==> src/rtl/audio_pkg.sv <==
// rtl/audio_pkg.sv - shared audio constants, tempo defaults and play-state encoding
package audio_pkg;

    localparam int TONE_W            = 24;
    localparam int CLK_HZ            = 125_000_000;
    localparam int BEAT_DEFAULT_CLKS = 5_000_000;
    localparam int BEAT_STEP_CLKS    = 500_000;
    localparam int BEAT_MIN_CLKS     = 500_000;
    localparam int BEAT_MAX_CLKS     = 25_000_000;

    typedef enum logic {
        ST_PLAY  = 1'b0,
        ST_PAUSE = 1'b1
    } play_state_t;

endpackage

==> src/rtl/beat_timer.sv <==
// rtl/beat_timer.sv - beat length register with saturating tempo adjust and beat counter
module beat_timer #(
    parameter int BEAT_DEFAULT = 5_000_000,
    parameter int BEAT_STEP    = 500_000,
    parameter int BEAT_MIN     = 500_000,
    parameter int BEAT_MAX     = 25_000_000
) (
    input  logic clk,
    input  logic rst,
    input  logic run,
    input  logic tempo_up,
    input  logic tempo_down,
    output logic beat_tick
);

    localparam int CNT_W = $clog2(BEAT_MAX);
    localparam int LEN_W = $clog2(BEAT_MAX + 1);

    localparam logic [LEN_W-1:0] LEN_DEFAULT = LEN_W'(BEAT_DEFAULT);
    localparam logic [LEN_W-1:0] LEN_STEP    = LEN_W'(BEAT_STEP);
    localparam logic [LEN_W-1:0] LEN_MIN     = LEN_W'(BEAT_MIN);
    localparam logic [LEN_W-1:0] LEN_MAX     = LEN_W'(BEAT_MAX);

    logic [LEN_W-1:0] beat_len;
    logic [LEN_W-1:0] len_dec;
    logic [LEN_W-1:0] len_inc;
    logic [CNT_W-1:0] beat_cnt;

    // Headroom is measured against the limits so the adjust can never wrap.
    assign len_dec = (beat_len - LEN_MIN >= LEN_STEP) ? beat_len - LEN_STEP : LEN_MIN;
    assign len_inc = (LEN_MAX - beat_len >= LEN_STEP) ? beat_len + LEN_STEP : LEN_MAX;

    // >= rather than == so a shortened beat fires at once instead of waiting for overflow.
    assign beat_tick = run && (LEN_W'(beat_cnt) >= beat_len - LEN_W'(1));

    always_ff @(posedge clk or negedge rst) begin
        if (!rst) begin
            beat_len <= LEN_DEFAULT;
            beat_cnt <= '0;
        end else begin
            if (tempo_up && !tempo_down) begin
                beat_len <= len_dec;
            end else if (tempo_down && !tempo_up) begin
                beat_len <= len_inc;
            end
            if (run) begin
                beat_cnt <= beat_tick ? '0 : beat_cnt + CNT_W'(1);
            end
        end
    end

endmodule

==> src/rtl/music_streamer.sv <==
// rtl/music_streamer.sv - tone ROM sequencer with play/pause, direction and tempo control
module music_streamer #(
    parameter int ADDR_W       = 10,
    parameter int TONE_W       = audio_pkg::TONE_W,
    parameter int LAST_ADDR    = 1023,
    parameter int BEAT_DEFAULT = audio_pkg::BEAT_DEFAULT_CLKS,
    parameter int BEAT_STEP    = audio_pkg::BEAT_STEP_CLKS,
    parameter int BEAT_MIN     = audio_pkg::BEAT_MIN_CLKS,
    parameter int BEAT_MAX     = audio_pkg::BEAT_MAX_CLKS
) (
    input  logic              clk,
    input  logic              rst,
    input  logic              play_pause,
    input  logic              reverse,
    input  logic              tempo_up,
    input  logic              tempo_down,
    output logic [ADDR_W-1:0] rom_addr,
    input  logic [TONE_W-1:0] rom_data,
    output logic [TONE_W-1:0] tone,
    output logic              output_en,
    output logic [1:0]        state_leds
);

    import audio_pkg::*;

    localparam logic [ADDR_W-1:0] LAST = ADDR_W'(LAST_ADDR);

    play_state_t       state;
    logic              rev_dir;
    logic              rom_valid;
    logic              playing;
    logic              beat_tick;
    logic [ADDR_W-1:0] next_addr;

    assign playing    = (state == ST_PLAY);
    assign state_leds = {rev_dir, (state == ST_PAUSE)};

    beat_timer #(
        .BEAT_DEFAULT (BEAT_DEFAULT),
        .BEAT_STEP    (BEAT_STEP),
        .BEAT_MIN     (BEAT_MIN),
        .BEAT_MAX     (BEAT_MAX)
    ) u_beat_timer (
        .clk        (clk),
        .rst        (rst),
        .run        (playing),
        .tempo_up   (tempo_up),
        .tempo_down (tempo_down),
        .beat_tick  (beat_tick)
    );

    always_comb begin
        next_addr = rom_addr;
        if (!rev_dir) begin
            next_addr = (rom_addr == LAST) ? '0 : rom_addr + ADDR_W'(1);
        end else begin
            next_addr = (rom_addr == '0) ? LAST : rom_addr - ADDR_W'(1);
        end
    end

    // Control pulses update registered state; the advance and outputs on the same
    // edge still see the old state and direction.
    always_ff @(posedge clk or negedge rst) begin
        if (!rst) begin
            state     <= ST_PLAY;
            rev_dir   <= 1'b0;
            rom_addr  <= '0;
            rom_valid <= 1'b0;
            tone      <= '0;
            output_en <= 1'b0;
        end else begin
            if (play_pause) begin
                state <= playing ? ST_PAUSE : ST_PLAY;
            end
            if (reverse) begin
                rev_dir <= !rev_dir;
            end
            if (beat_tick) begin
                rom_addr <= next_addr;
            end
            // ROM output is meaningless until one edge after reset release.
            rom_valid <= 1'b1;
            if (playing && rom_valid) begin
                tone      <= rom_data;
                output_en <= 1'b1;
            end else begin
                tone      <= '0;
                output_en <= 1'b0;
            end
        end
    end

endmodule

==> config.mk <==
export PLATFORM = sky130hd
export DESIGN_NAME = music_streamer
export DESIGN_NICKNAME = d
export VERILOG_FILES = /design/src/rtl/audio_pkg.sv /design/src/rtl/beat_timer.sv /design/src/rtl/music_streamer.sv
export SDC_FILE = /design/constraint.sdc
export NUM_CORES = 1
export LEC_CHECK = 0
export BUFFER_PORTS_ARGS = -buffer_cell sky130_fd_sc_hd__buf_2
export CAP_MARGIN = 20
export CORE_MARGIN = 2
export CORE_UTILIZATION = 47
export DETAILED_ROUTE_END_ITERATION = 16
export GPL_TIMING_DRIVEN = 0
export HOLD_SLACK_MARGIN = 0.1
export PLACE_DENSITY_LB_ADDON = 0.12
export SKIP_CTS_REPAIR_TIMING = 1
export SYNTH_ARGS = -nofsm -noshare
export SYNTH_HDL_FRONTEND = slang
export SYNTH_SLANG_ARGS = --single-unit
==> constraint.sdc <==
create_clock -name clk -period 3.56 [get_ports clk]
set_input_delay 0.712 -clock clk [delete_from_list [all_inputs] [get_ports clk]]
set_output_delay 0.712 -clock clk [all_outputs]
set_load 0.005 [all_outputs]
==> summary.txt, run 1 <==
Proportion of power drawn by combinational gates - 0.561
Crit path DAT - 3.96 ns
Leading area contributor after synthesis - dfrtp_1
Initial drt markers - 394
Post-synthesis adder-cell area fraction - 0.0634
Total gr overflow - 0
Failing checks - setup timing
P_int - 0.00291 W
Fmax - 268 MHz
Rel. slew slack - 0.561
Largest cells by area after synthesis - dfrtp_1 31%, ha_1 6.3%, xor2_1 4.2%, nand2_1 3.8%, nor2_1 3.8%
Diode count - 0
RePlAce Congestion - 0.973
Ratio of cells with drive above 1 in the final layout - 0.224
Layout Utilization - 0.595
Final Cell Area - 0.00754 mm²
Post-synthesis sequential area ratio - 0.341
Final worst slack - -0.170 ns
Slowest CP cell - or4_4
Sink Count - 83
Largest net degree at the start of global routing - 63
XOR/XNOR Fraction of Synth Area - 0.0787
Post-route minimum period - 3.73 ns
Async set or reset register ratio after synthesis - 1.00
Syn Area/Cell - 8.28 µm²
Post-route ant nets - 0
Clk Latency, worst-skew pair - 0.35 ns
Number of buffers created by CTS - 9
Worst r2r src - u_beat_timer.beat_len[12]
Ys Warns - 0
GRT Overall Usage - 0.246
Post-Syn Instances - 739
Vias - 5944
Sw frac - 0.463
Buffers on Ports - 66
CP Class - reg -> reg
Yosys reg bits - 83
Die extent in y - 118 µm
Most frequent cells in the layout - 72 x dfrtp_1, 68 x buf_2, 59 x nand2_1, 57 x nor2_1, 39 x a21oi_1
Clock slew at reported path FFs - 0.07 ns
RSZ-0062 raised after global routing - true
Drt drc - 0
Maximum buffer depth of the clock tree - 2
Post-Place Worst Slack - -0.852 ns
Area growth, synth to finish - 23.3%
Setup violations, final - 30
IO Pins - 67
Setup Skew - 0.0104 ns
Detailed Route WL - 17.7 mm
Hold Crit Class - in -> async
Req. time, crit path - 3.79 ns
Critical path peak fanout - 10
Core area - 0.0127 mm²
Total of max-cap violations - 0
Synth Area in Compound Gates - 0.195
Rows - 41
Post-synthesis mux area share - 0.00982
Final hold vios - 0
Most common cell after layout, fill and taps aside - dfrtp_1
Distinct cell type count after synthesis - 74
EDFF count, synth - 0
First-pass GRT wire length - 27.9 mm
Crit. End Element - register
Post-layout nets - 903
Main combinational cell family by area after synthesis - simple AND/OR/NAND/NOR gates
Seq pwr share - 0.264
Post-synth top area share - 0.307
CTS tree - done
Startpoint types - register
Placement Cell Area - 0.00674 mm²
Post-DR wirelength/cell - 17.3 µm
Maximum vdd drop - 312 µV
H-tree level count - 3
Post-synthesis net count - 800
Mapped Area - 0.00612 mm²
Worst Tran Pin Value - 0.652 ns
Worst-path cell chain - clkbuf_2 > nor3_2 > nand2_2 > nor2_4 > nand2_2 > nor3_2 > xnor2_1 > ha_1 > nand4_1 > or4_4 > o22ai_2 > nor2_1 > o21ai_2 > a21oi_4 > nor2_4 > buf_12 > buf_6 > mux2i_1 > nand2_1
Fill cells - 1194
Top FF cell, synth - dfrtp_1
Clock Tree Root - clkbuf_16
Worst setup path start - u_beat_timer.beat_len[12]
Drt first pass iters - 5
Simple-gate share of the synthesized area - 0.260
Drt via density - 5.83
Starting Density - 0.483
Area of the die - 0.0139 mm²
Final worst-path cycle share - 1.05
Vias in the first global route - 5634
Leakage power - 3.35 nW
Die Span X - 118 µm
WHS - 0.265 ns
Max incr delay on CP - 0.55 ns
Initial antenna violation count - 0
Status - finished, violations left
HPWL after detailed placement - 12.8 mm
Switch Pwr - 0.00251 W
Clock share of power - 0.174
Final Max Slew Viols - 0
FF-to-FF setup slack - -0.17 ns
PwrDens - 720 mW/mm²
-- stage by stage --
step                      setup TNS, ns  instances  total power [W]
final                             -1.99       1019          0.00543
after floorplan                       0        739          0.00332
after CTS                        -30.15        995          0.00501
after global routing              -8.28       1019          0.00583
after global placement           -29.06        977          0.00398
after detailed placement         -30.24        979          0.00403
-- registers in the layout, indices dropped and copies added, names as in the netlist --
name and flops:
output_en 1, rev_dir 1, rom_addr 10, rom_valid 1, state 1, tone 24, u_beat_timer.beat_cnt 25, u_beat_timer.beat_len 20
-- critical path: cells and delay by family, from the launching register on --
family	cells	cell delay, ns
XOR/XNOR	1	0.10
flip-flops	1	0.45
multiplexers	1	0.17
AO/OA/AOI/OAI	3	0.36
buffers and inverters	3	0.48
AND/OR/NAND/NOR	10	1.70
adder cells (fa/ha/maj)	1	0.32
-- layer usage --
metal,global-route usage,vias to the layer above,share of wire
li1,-,2855,-
met1,0.310,2832,0.42
met2,0.424,213,0.50
met3,0.0451,44,0.055
met4,0.0813,0,0.024
met5,0,-,0
-- power groups by stage --
stage,logic [W],registers (W),clock network (W)
2_1_floorplan,0.00197,0.00135,0
3_3_place_gp,0.00260,0.00138,0
3_5_place_dp,0.00264,0.00139,0
4_1_cts,0.00266,0.00137,0.000974
5_1_grt,0.00334,0.00147,0.00102
6_report,0.00305,0.00143,0.000947
-- path summary, 6_finish.rpt --
kind / to / cells past startpoint
max: rom_addr[9] / 19
min: u_beat_timer.beat_len[13] / 1
max reg2reg: rom_addr[9] / 19
min reg2reg: u_beat_timer.beat_cnt[1] / 2
max in group asynchronous: u_beat_timer.beat_len[11] / 2
min in group clk: rev_dir / 2
-- final cells by class --
cell class                 count  area (µm²)  share of cell area
buffer                        50         277              0.0367
sequential                    83        2090               0.277
multi-input combinational    577        3910               0.519
clock inverter                 7        76.3              0.0101
clock buffer                   9         225              0.0299
tap                          172         215              0.0285
timing repair buffer          98         641              0.0849
inverter                      23         106              0.0141
-- logic make-up after synthesis --
| family | after synthesis |
|---|---|
| AO/OA/AOI/OAI | 180 |
| XOR/XNOR | 55 |
| adder cells (fa/ha/maj) | 31 |
| buffers and inverters | 79 |
| flip-flops | 83 |
| multiplexers | 6 |
| other | 1 |
| AND/OR/NAND/NOR | 304 |
-- Yosys cell counts (21+ instances only) --
cell type	n
a21oi_1	42
and2_1	28
clkbuf_1	48
dfrtp_1	75
ha_1	31
inv_1	21
nand2_1	62
nand3_1	30
nor2_1	62
nor3_1	26
o21ai_0	39
xnor2_1	26
xor2_1	29
Power figures use the tool's default switching activity.
==> inputs of run 2 (changes only) <==
--- a/config.mk
+++ b/config.mk
@@ -5,14 +5,17 @@
 export SDC_FILE = /design/constraint.sdc
 export NUM_CORES = 1
 export LEC_CHECK = 0
+export ABC_AREA = 1
 export BUFFER_PORTS_ARGS = -buffer_cell sky130_fd_sc_hd__buf_2
 export CAP_MARGIN = 20
+export CELL_PAD_IN_SITES_DETAIL_PLACEMENT = 2
+export CELL_PAD_IN_SITES_GLOBAL_PLACEMENT = 2
 export CORE_MARGIN = 2
-export CORE_UTILIZATION = 47
+export CORE_UTILIZATION = 30
 export DETAILED_ROUTE_END_ITERATION = 16
 export GPL_TIMING_DRIVEN = 0
 export HOLD_SLACK_MARGIN = 0.1
-export PLACE_DENSITY_LB_ADDON = 0.12
+export PLACE_DENSITY_LB_ADDON = 0.1
 export SKIP_CTS_REPAIR_TIMING = 1
 export SYNTH_ARGS = -nofsm -noshare
 export SYNTH_HDL_FRONTEND = slang
==> summary.txt, run 2 <==
Rel. slew slack - 0.523 (was 0.561)
Distinct cell type count after synthesis - 39 (was 74)
Diode count - 0 (unchanged)
Final worst-path cycle share - 0.987 (was 1.05)
Largest regs - u_beat_timer.beat_cnt (25), tone (24), u_beat_timer.beat_len (20) (unchanged)
Post-layout nets - 1199 (was 903)
Slowest CP cell - dfstp_4 (was or4_4)
Seq pwr share - 0.218 (was 0.264)
Ys Warns - 0 (unchanged)
Initial drt markers - 232 (was 394)
Crit path DAT - 3.78 ns (was 3.96 ns)
Total of max-cap violations - 0 (unchanged)
Status - complete, no violations (was finished, violations left)
Buffers on Ports - 66 (unchanged)
Setup Skew - 0.0126 ns (was 0.0104 ns)
Drt via density - 4.93 (was 5.83)
Post-route ant nets - 0 (unchanged)
Number of buffers created by CTS - 9 (unchanged)
Rows - 55 (was 41)
Initial antenna violation count - 0 (unchanged)
Worst r2r src - u_beat_timer.beat_len[9] (was u_beat_timer.beat_len[12])
Sw frac - 0.515 (was 0.463)
Vias - 7036 (was 5944)
Area of the die - 0.0238 mm² (was 0.0139 mm²)
Clock share of power - 0.166 (was 0.174)
EDFF count, synth - 0 (unchanged)
Syn Area/Cell - 6.53 µm² (was 8.28 µm²)
Max reg flops - 25 (unchanged)
Placed cell count - 1390 (was 979)
Post-synthesis net count - 1099 (was 800)
Clock Tree Root - clkbuf_16 (unchanged)
Setup violations, final - 0 (was 30)
Worst Reg-to-Reg Cells - 17 (was 19)
Hold Crit Class - in -> async (unchanged)
Final hold vios - 0 (unchanged)
Count leader, synth - nand2_1 (was dfrtp_1)
Most common cell after layout, fill and taps aside - nand2_1 (was dfrtp_1)
IO Pins - 67 (unchanged)
Largest net degree at the start of global routing - 52 (was 63)
RePlAce Congestion - 0.831 (was 0.973)
Clk Latency, worst-skew pair - 0.35 ns (about the same)
Drt drc - 0 (unchanged)
Largest cells by area after synthesis - dfrtp_1 28%, nand2_1 16%, nor2_1 8.3%, inv_1 6.9%, xor2_1 6.7% (was dfrtp_1 31%, ha_1 6.3%, xor2_1 4.2%, nand2_1 3.8%, nor2_1 3.8%)
Detailed Route WL - 25.4 mm (was 17.7 mm)
CTS tree - done (unchanged)
Leakage power - 4.30 nW (was 3.35 nW)
Synth top cells by count - 288 x nand2_1, 150 x nor2_1, 125 x inv_1, 78 x nand3_1, 75 x dfrtp_1 (was 75 x dfrtp_1, 62 x nand2_1, 62 x nor2_1, 48 x clkbuf_1, 42 x a21oi_1)
Fin cells - 1428 (was 1019)
Leading area contributor after synthesis - dfrtp_1 (unchanged)
PwrDens - 761 mW/mm² (was 720 mW/mm²)
Post-Syn Instances - 1038 (was 739)
Fill cells - 2766 (was 1194)
Starting Density - 0.302 (was 0.483)
Mapped Area - 0.00678 mm² (was 0.00612 mm²)
Clock slew at reported path FFs - 0.08 ns (was 0.07 ns)
Biggest register - u_beat_timer.beat_cnt (unchanged)
Maximum vdd drop - 226 µV (was 312 µV)
Post-synthesis sequential area ratio - 0.308 (was 0.341)
Area growth, synth to finish - 22.8% (was 23.3%)
Drt first pass iters - 4 (was 5)
Critical path peak fanout - 7 (was 10)
Post-Place Worst Slack - -1.55 ns (was -0.852 ns)
Proportion of power drawn by combinational gates - 0.616 (was 0.561)
CP Class - reg -> reg (unchanged)
P_int - 0.00307 W (was 0.00291 W)
Yosys reg bits - 83 (unchanged)
Die Span X - 154 µm (was 118 µm)
Final TNS setup - 0 ns (was -1.99 ns)
FF-to-FF setup slack - 0.05 ns (was -0.17 ns)
Post-synth top area share - 0.277 (was 0.307)
Most frequent cells in the layout - 279 x nand2_1, 136 x nor2_1, 122 x inv_1, 77 x nand3_1, 74 x dfrtp_1 (was 72 x dfrtp_1, 68 x buf_2, 59 x nand2_1, 57 x nor2_1, 39 x a21oi_1)
Die extent in y - 154 µm (was 118 µm)
R2R Path End - u_beat_timer.beat_cnt[8] (was rom_addr[9])
Vias in the first global route - 7752 (was 5634)
First-pass GRT wire length - 41.3 mm (was 27.9 mm)
Core area - 0.0224 mm² (was 0.0127 mm²)
Post-route minimum period - 3.51 ns (was 3.73 ns)
Req. time, crit path - 3.83 ns (was 3.79 ns)
Crit. End Element - register (unchanged)
Max incr delay on CP - 0.52 ns (was 0.55 ns)
Sink Count - 83 (unchanged)
Startpoint types - register (unchanged)
GRT Overall Usage - 0.219 (was 0.246)
Final worst slack - 0.0472 ns (was -0.170 ns)
Ratio of cells with drive above 1 in the final layout - 0.197 (was 0.224)
Post-DR wirelength/cell - 17.8 µm (was 17.3 µm)
RSZ-0062 raised after global routing - true (unchanged)
Async set or reset register ratio after synthesis - 1.00 (unchanged)
Worst-path cell chain - nor2_4 > inv_4 > nor2_4 > nand3_2 > nor2_2 > nand4_1 > nor3_2 > xor2_1 > ha_1 > a21oi_2 > o21ai_2 > a21oi_2 > nand4_1 > nand2_4 > clkinvlp_4 > buf_8 > nor3b_2 (was clkbuf_2 > nor3_2 > nand2_2 > nor2_4 > nand2_2 > nor3_2 > xnor2_1 > ha_1 > nand4_1 > or4_4 > o22ai_2 > nor2_1 > o21ai_2 > a21oi_4 > nor2_4 > buf_12 > buf_6 > mux2i_1 > nand2_1)
Fmax - 285 MHz (was 268 MHz)
Worst Tran Pin Value - 0.715 ns (was 0.652 ns)
Top FF cell, synth - dfrtp_1 (unchanged)
Final Max Slew Viols - 0 (unchanged)
Total gr overflow - 0 (unchanged)
Maximum buffer depth of the clock tree - 2 (unchanged)
Switch Pwr - 0.00326 W (was 0.00251 W)
H-tree level count - 3 (unchanged)
HPWL after detailed placement - 19.6 mm (was 12.8 mm)
run 2: cell count changes in the layout (fill, tap and decap cells not counted), sizes merged, moves of 23 or more:
| cell | delta |
|---|---|
| nand2 | +231 |
| inv | +111 |
| nor2 | +98 |
| nand3 | +55 |
| and2 | -28 |
| clkbuf | -25 |
| xnor2 | -24 |
| xor2 | +23 |
run 2: layer usage:
metal	track usage	up-vias	share of wire
met5	0	-	0
met3	0.0255	19	0.026
met4	0.0511	0	0.014
li1	-	3463	-
met1	0.273	3468	0.44
met2	0.404	86	0.52
run 2: logic make-up (layout without fill, tap and decap cells):
group                      count (synthesis)  count (layout)  share of synthesized area
and+or+nand+nor                          587             587                      0.371
buffers and inverters                    174             279                      0.108
AOI/OAI and AO/OA                        108             108                     0.0849
DFF                                       83              83                      0.308
xor gates and xnor gates                  54              54                     0.0697
adders and majority gates                 31              31                     0.0572
other                                      1               1                   0.000553
run 2: worst max path at each step:
stage	cells past startpoint	to	slack [ns]	from
global placement	20	u_beat_timer.beat_cnt[15]	-1.48	u_beat_timer.beat_len[5]
floorplan	20	u_beat_timer.beat_cnt[8]	0.22	u_beat_timer.beat_len[5]
global route	18	rom_addr[6]	-0.18	u_beat_timer.beat_len[9]
finish	17	u_beat_timer.beat_cnt[8]	0.05	u_beat_timer.beat_len[9]
CTS	20	u_beat_timer.beat_cnt[20]	-1.58	u_beat_timer.beat_len[5]
detailed placement	20	u_beat_timer.beat_cnt[20]	-1.55	u_beat_timer.beat_len[5]
run 2: layout make-up:
| cell class | instances | area [µm²] | share of cell area |
|---|---|---|---|
| Clock inverter | 6 | 82.6 | 0.00992 |
| Buffer | 34 | 231 | 0.0278 |
| Timing Repair Buffer | 90 | 567 | 0.0681 |
| Tap cell | 285 | 357 | 0.0428 |
| Clock buffer | 10 | 239 | 0.0287 |
| Inverter | 139 | 544 | 0.0654 |
| Sequential cell | 83 | 2090 | 0.251 |
| Multi-Input combinational cell | 781 | 4210 | 0.506 |
run 2: power groups by stage:
stage	sequential, W	combinational [W]	clock, W
6_report	0.00138	0.00390	0.00105
4_1_cts	0.00137	0.00366	0.00108
3_5_place_dp	0.00138	0.00364	0
3_3_place_gp	0.00137	0.00355	0
2_1_floorplan	0.00133	0.00259	0
5_1_grt	0.00142	0.00444	0.00113
run 2: critical path, delay by kind of cell, from the launching register on:
family                     cells  cell delay [ns]
and+or+nand+nor                9             1.47
DFF                            1             0.52
buffers and inverters          3             0.50
AOI/OAI and AO/OA              3             0.38
adders and majority gates      1             0.32
xor gates and xnor gates       1             0.23
run 2: through the flow:
stage               utilization  cell area [µm²]  power (W)  hold slack [ns]
finish                    0.371             8330    0.00633            0.338
global route              0.371             8330    0.00699            0.364
CTS                       0.349             7820    0.00611            0.346
detailed placement        0.334             7500    0.00502            0.526
global placement          0.333             7470    0.00492            0.512
floorplan                     -             6780    0.00392            0.416
==> inputs of run 3 (changes only) <==
--- a/config.mk
+++ b/config.mk
@@ -16,6 +16,7 @@
 export GPL_TIMING_DRIVEN = 0
 export HOLD_SLACK_MARGIN = 0.1
 export PLACE_DENSITY_LB_ADDON = 0.1
+export REMOVE_ABC_BUFFERS = 1
 export SKIP_CTS_REPAIR_TIMING = 1
 export SYNTH_ARGS = -nofsm -noshare
 export SYNTH_HDL_FRONTEND = slang
==> constraint.sdc (replaced) <==
create_clock -name clk -period 3.56 [get_ports clk]
set_input_delay 0.712 -clock clk [delete_from_list [all_inputs] [get_ports clk]]
set_output_delay 0.712 -clock clk [all_outputs]
set_load 0.1 [all_outputs]
==> summary.txt, run 3 (synthesis results as in run 2) <==
Worst r2r src - u_beat_timer.beat_len[8] (was u_beat_timer.beat_len[9])
Placed cell count - 1355 (was 1390)
Area growth, synth to finish - 21.5% (was 22.8%)
Layout Utilization - 0.367 (was 0.371)
RePlAce Congestion - 0.846 (was 0.831)
Fin cells - 1406 (was 1428)
Die Span X - 154 µm (unchanged)
Largest net degree at the start of global routing - 55 (was 52)
Core area - 0.0224 mm² (unchanged)
FF-to-FF setup slack - 0.02 ns (was 0.05 ns)
CTS tree - done (unchanged)
Diode count - 0 (unchanged)
Req. time, crit path - 3.79 ns (was 3.83 ns)
Crit. End Element - register (unchanged)
Final Max Slew Viols - 0 (unchanged)
Worst Tran Pin Value - 0.957 ns (was 0.715 ns)
Setup Skew - 0.0143 ns (was 0.0126 ns)
Post-route minimum period - 3.54 ns (was 3.51 ns)
Hold Crit Class - in -> async (unchanged)
PwrDens - 815 mW/mm² (was 761 mW/mm²)
Maximum vdd drop - 277 µV (was 226 µV)
RSZ-0062 raised after global routing - true (unchanged)
Final worst-path cycle share - 0.995 (was 0.987)
Max incr delay on CP - 0.51 ns (was 0.52 ns)
Starting Density - 0.302 (unchanged)
Clk Latency, worst-skew pair - 0.35 ns (about the same)
Detailed Route WL - 24.7 mm (was 25.4 mm)
P_int - 0.00308 W (was 0.00307 W)
Worst-path cell chain - nor2_4 > inv_2 > nor2_4 > nand3_4 > buf_4 > nor3_2 > nand3_1 > xor2_1 > ha_1 > nand4_1 > inv_2 > nand2_4 > nor4_4 > o21ai_2 > nand4_1 > nand2_4 > buf_12 > clkinvlp_4 > buf_6 > nor2_1 (was nor2_4 > inv_4 > nor2_4 > nand3_2 > nor2_2 > nand4_1 > nor3_2 > xor2_1 > ha_1 > a21oi_2 > o21ai_2 > a21oi_2 > nand4_1 > nand2_4 > clkinvlp_4 > buf_8 > nor3b_2)
Initial drt markers - 208 (was 232)
Critical path peak fanout - 6 (was 7)
Startpoint types - register (unchanged)
Die extent in y - 154 µm (unchanged)
Vias - 6919 (was 7036)
Switch Pwr - 0.00364 W (was 0.00326 W)
HPWL after detailed placement - 17.8 mm (was 19.6 mm)
Clock share of power - 0.173 (was 0.166)
Drt via density - 4.92 (was 4.93)
Number of buffers created by CTS - 9 (unchanged)
Slowest CP cell - dfstp_4 (unchanged)
GRT Overall Usage - 0.207 (was 0.219)
Drt first pass iters - 4 (unchanged)
Final TNS setup - 0 ns (unchanged)
Clock Tree Root - clkbuf_16 (unchanged)
H-tree level count - 3 (unchanged)
Buffers on Ports - 66 (unchanged)
Final hold vios - 0 (unchanged)
Setup violations, final - 0 (unchanged)
Total of max-cap violations - 0 (unchanged)
Biggest register - u_beat_timer.beat_cnt (unchanged)
Seq pwr share - 0.251 (was 0.218)
Status - complete, no violations (unchanged)
Rows - 55 (unchanged)
Post-route ant nets - 0 (unchanged)
Rel. slew slack - 0.358 (was 0.523)
Maximum buffer depth of the clock tree - 2 (unchanged)
Largest regs - u_beat_timer.beat_cnt (25), tone (24), u_beat_timer.beat_len (20) (unchanged)
First-pass GRT wire length - 39.3 mm (was 41.3 mm)
Area of the die - 0.0238 mm² (unchanged)
R2R Path End - u_beat_timer.beat_cnt[12] (was u_beat_timer.beat_cnt[8])
Post-layout nets - 1177 (was 1199)
Worst setup path start - u_beat_timer.beat_len[8] (was u_beat_timer.beat_len[9])
Initial antenna violation count - 0 (unchanged)
Sw frac - 0.541 (was 0.515)
Drt drc - 0 (unchanged)
Ratio of cells with drive above 1 in the final layout - 0.193 (was 0.197)
Proportion of power drawn by combinational gates - 0.576 (was 0.616)
Leakage power - 4.23 nW (was 4.30 nW)
Crit path DAT - 3.77 ns (was 3.78 ns)
CP Class - reg -> reg (unchanged)
Worst Reg-to-Reg Cells - 20 (was 17)
Fmax - 282 MHz (was 285 MHz)
Most frequent cells in the layout - 281 x nand2_1, 134 x nor2_1, 122 x inv_1, 77 x nand3_1, 69 x dfrtp_1 (was 279 x nand2_1, 136 x nor2_1, 122 x inv_1, 77 x nand3_1, 74 x dfrtp_1)
Sink Count - 83 (unchanged)
Post-DR wirelength/cell - 17.6 µm (was 17.8 µm)
IO Pins - 67 (unchanged)
Max reg flops - 25 (unchanged)
Most common cell after layout, fill and taps aside - nand2_1 (unchanged)
Worst setup endpoint - u_beat_timer.beat_cnt[12] (was u_beat_timer.beat_cnt[8])
Clock slew at reported path FFs - 0.07 ns (was 0.08 ns)
Vias in the first global route - 7364 (was 7752)
Total gr overflow - 0 (unchanged)
-- run 3: metrics by stage --
| step | worst slack [ns] | cell area [µm²] | total power (W) | hold slack [ns] |
|---|---|---|---|---|
| 4_1_cts | -2.05 | 7640 | 0.00645 | 0.312 |
| 6_report | 0.0165 | 8240 | 0.00672 | 0.295 |
| 3_5_place_dp | -1.99 | 7280 | 0.00524 | 0.515 |
| 5_1_grt | -0.251 | 8240 | 0.00735 | 0.323 |
| 3_3_place_gp | -1.85 | 7250 | 0.00515 | 0.507 |
| 2_1_floorplan | -0.0308 | 6570 | 0.00417 | 0.416 |
-- run 3: routing by layer --
| metal | vias up | global-route usage | wire [µm] |
|---|---|---|---|
| met1 | 3392 | 0.266 | 11400 |
| met2 | 86 | 0.370 | 12400 |
| met3 | 16 | 0.0303 | 699 |
| met4 | 0 | 0.0410 | 242 |
| li1 | 3425 | - | - |
| met5 | - | 0 | 0 |
-- run 3: power by group through the flow --
| stage | sequential, W | clock [W] | combinational, W |
|---|---|---|---|
| 4_1_cts | 0.00169 | 0.00120 | 0.00356 |
| 3_3_place_gp | 0.00170 | 0 | 0.00345 |
| 5_1_grt | 0.00174 | 0.00123 | 0.00437 |
| 2_1_floorplan | 0.00195 | 0 | 0.00223 |
| 6_report | 0.00168 | 0.00116 | 0.00387 |
| 3_5_place_dp | 0.00171 | 0 | 0.00354 |
-- run 3: final cells by class --
class	instances	area [µm²]
Clock buffer	9	225
Timing Repair inverter	1	7.51
Multi-Input combinational cell	782	4230
Inverter	139	533
Fill cell	2728	14200
Tap cell	285	357
Clock inverter	7	133
Timing Repair Buffer	100	663
Sequential cell	83	2100
-- run 3: critical path, delay by kind of cell, from the launching register on --
kind / cells / cell delay, ns
and+or+nand+nor: 11 / 1.54
adders and majority gates: 1 / 0.33
DFF: 1 / 0.51
AOI/OAI and AO/OA: 1 / 0.10
xor gates and xnor gates: 1 / 0.18
buffers and inverters: 6 / 0.74
-- run 3: how the worst min path moves through the flow --
stage                     start                        to  slack (ns)
floorplan                   rst                 output_en        0.42
global placement    rom_addr[8]               rom_addr[8]        0.51
detailed placement  rom_addr[8]               rom_addr[8]        0.52
CTS                         rst  u_beat_timer.beat_len[7]        0.31
global route                rst  u_beat_timer.beat_len[7]        0.32
finish                      rst  u_beat_timer.beat_len[7]        0.29
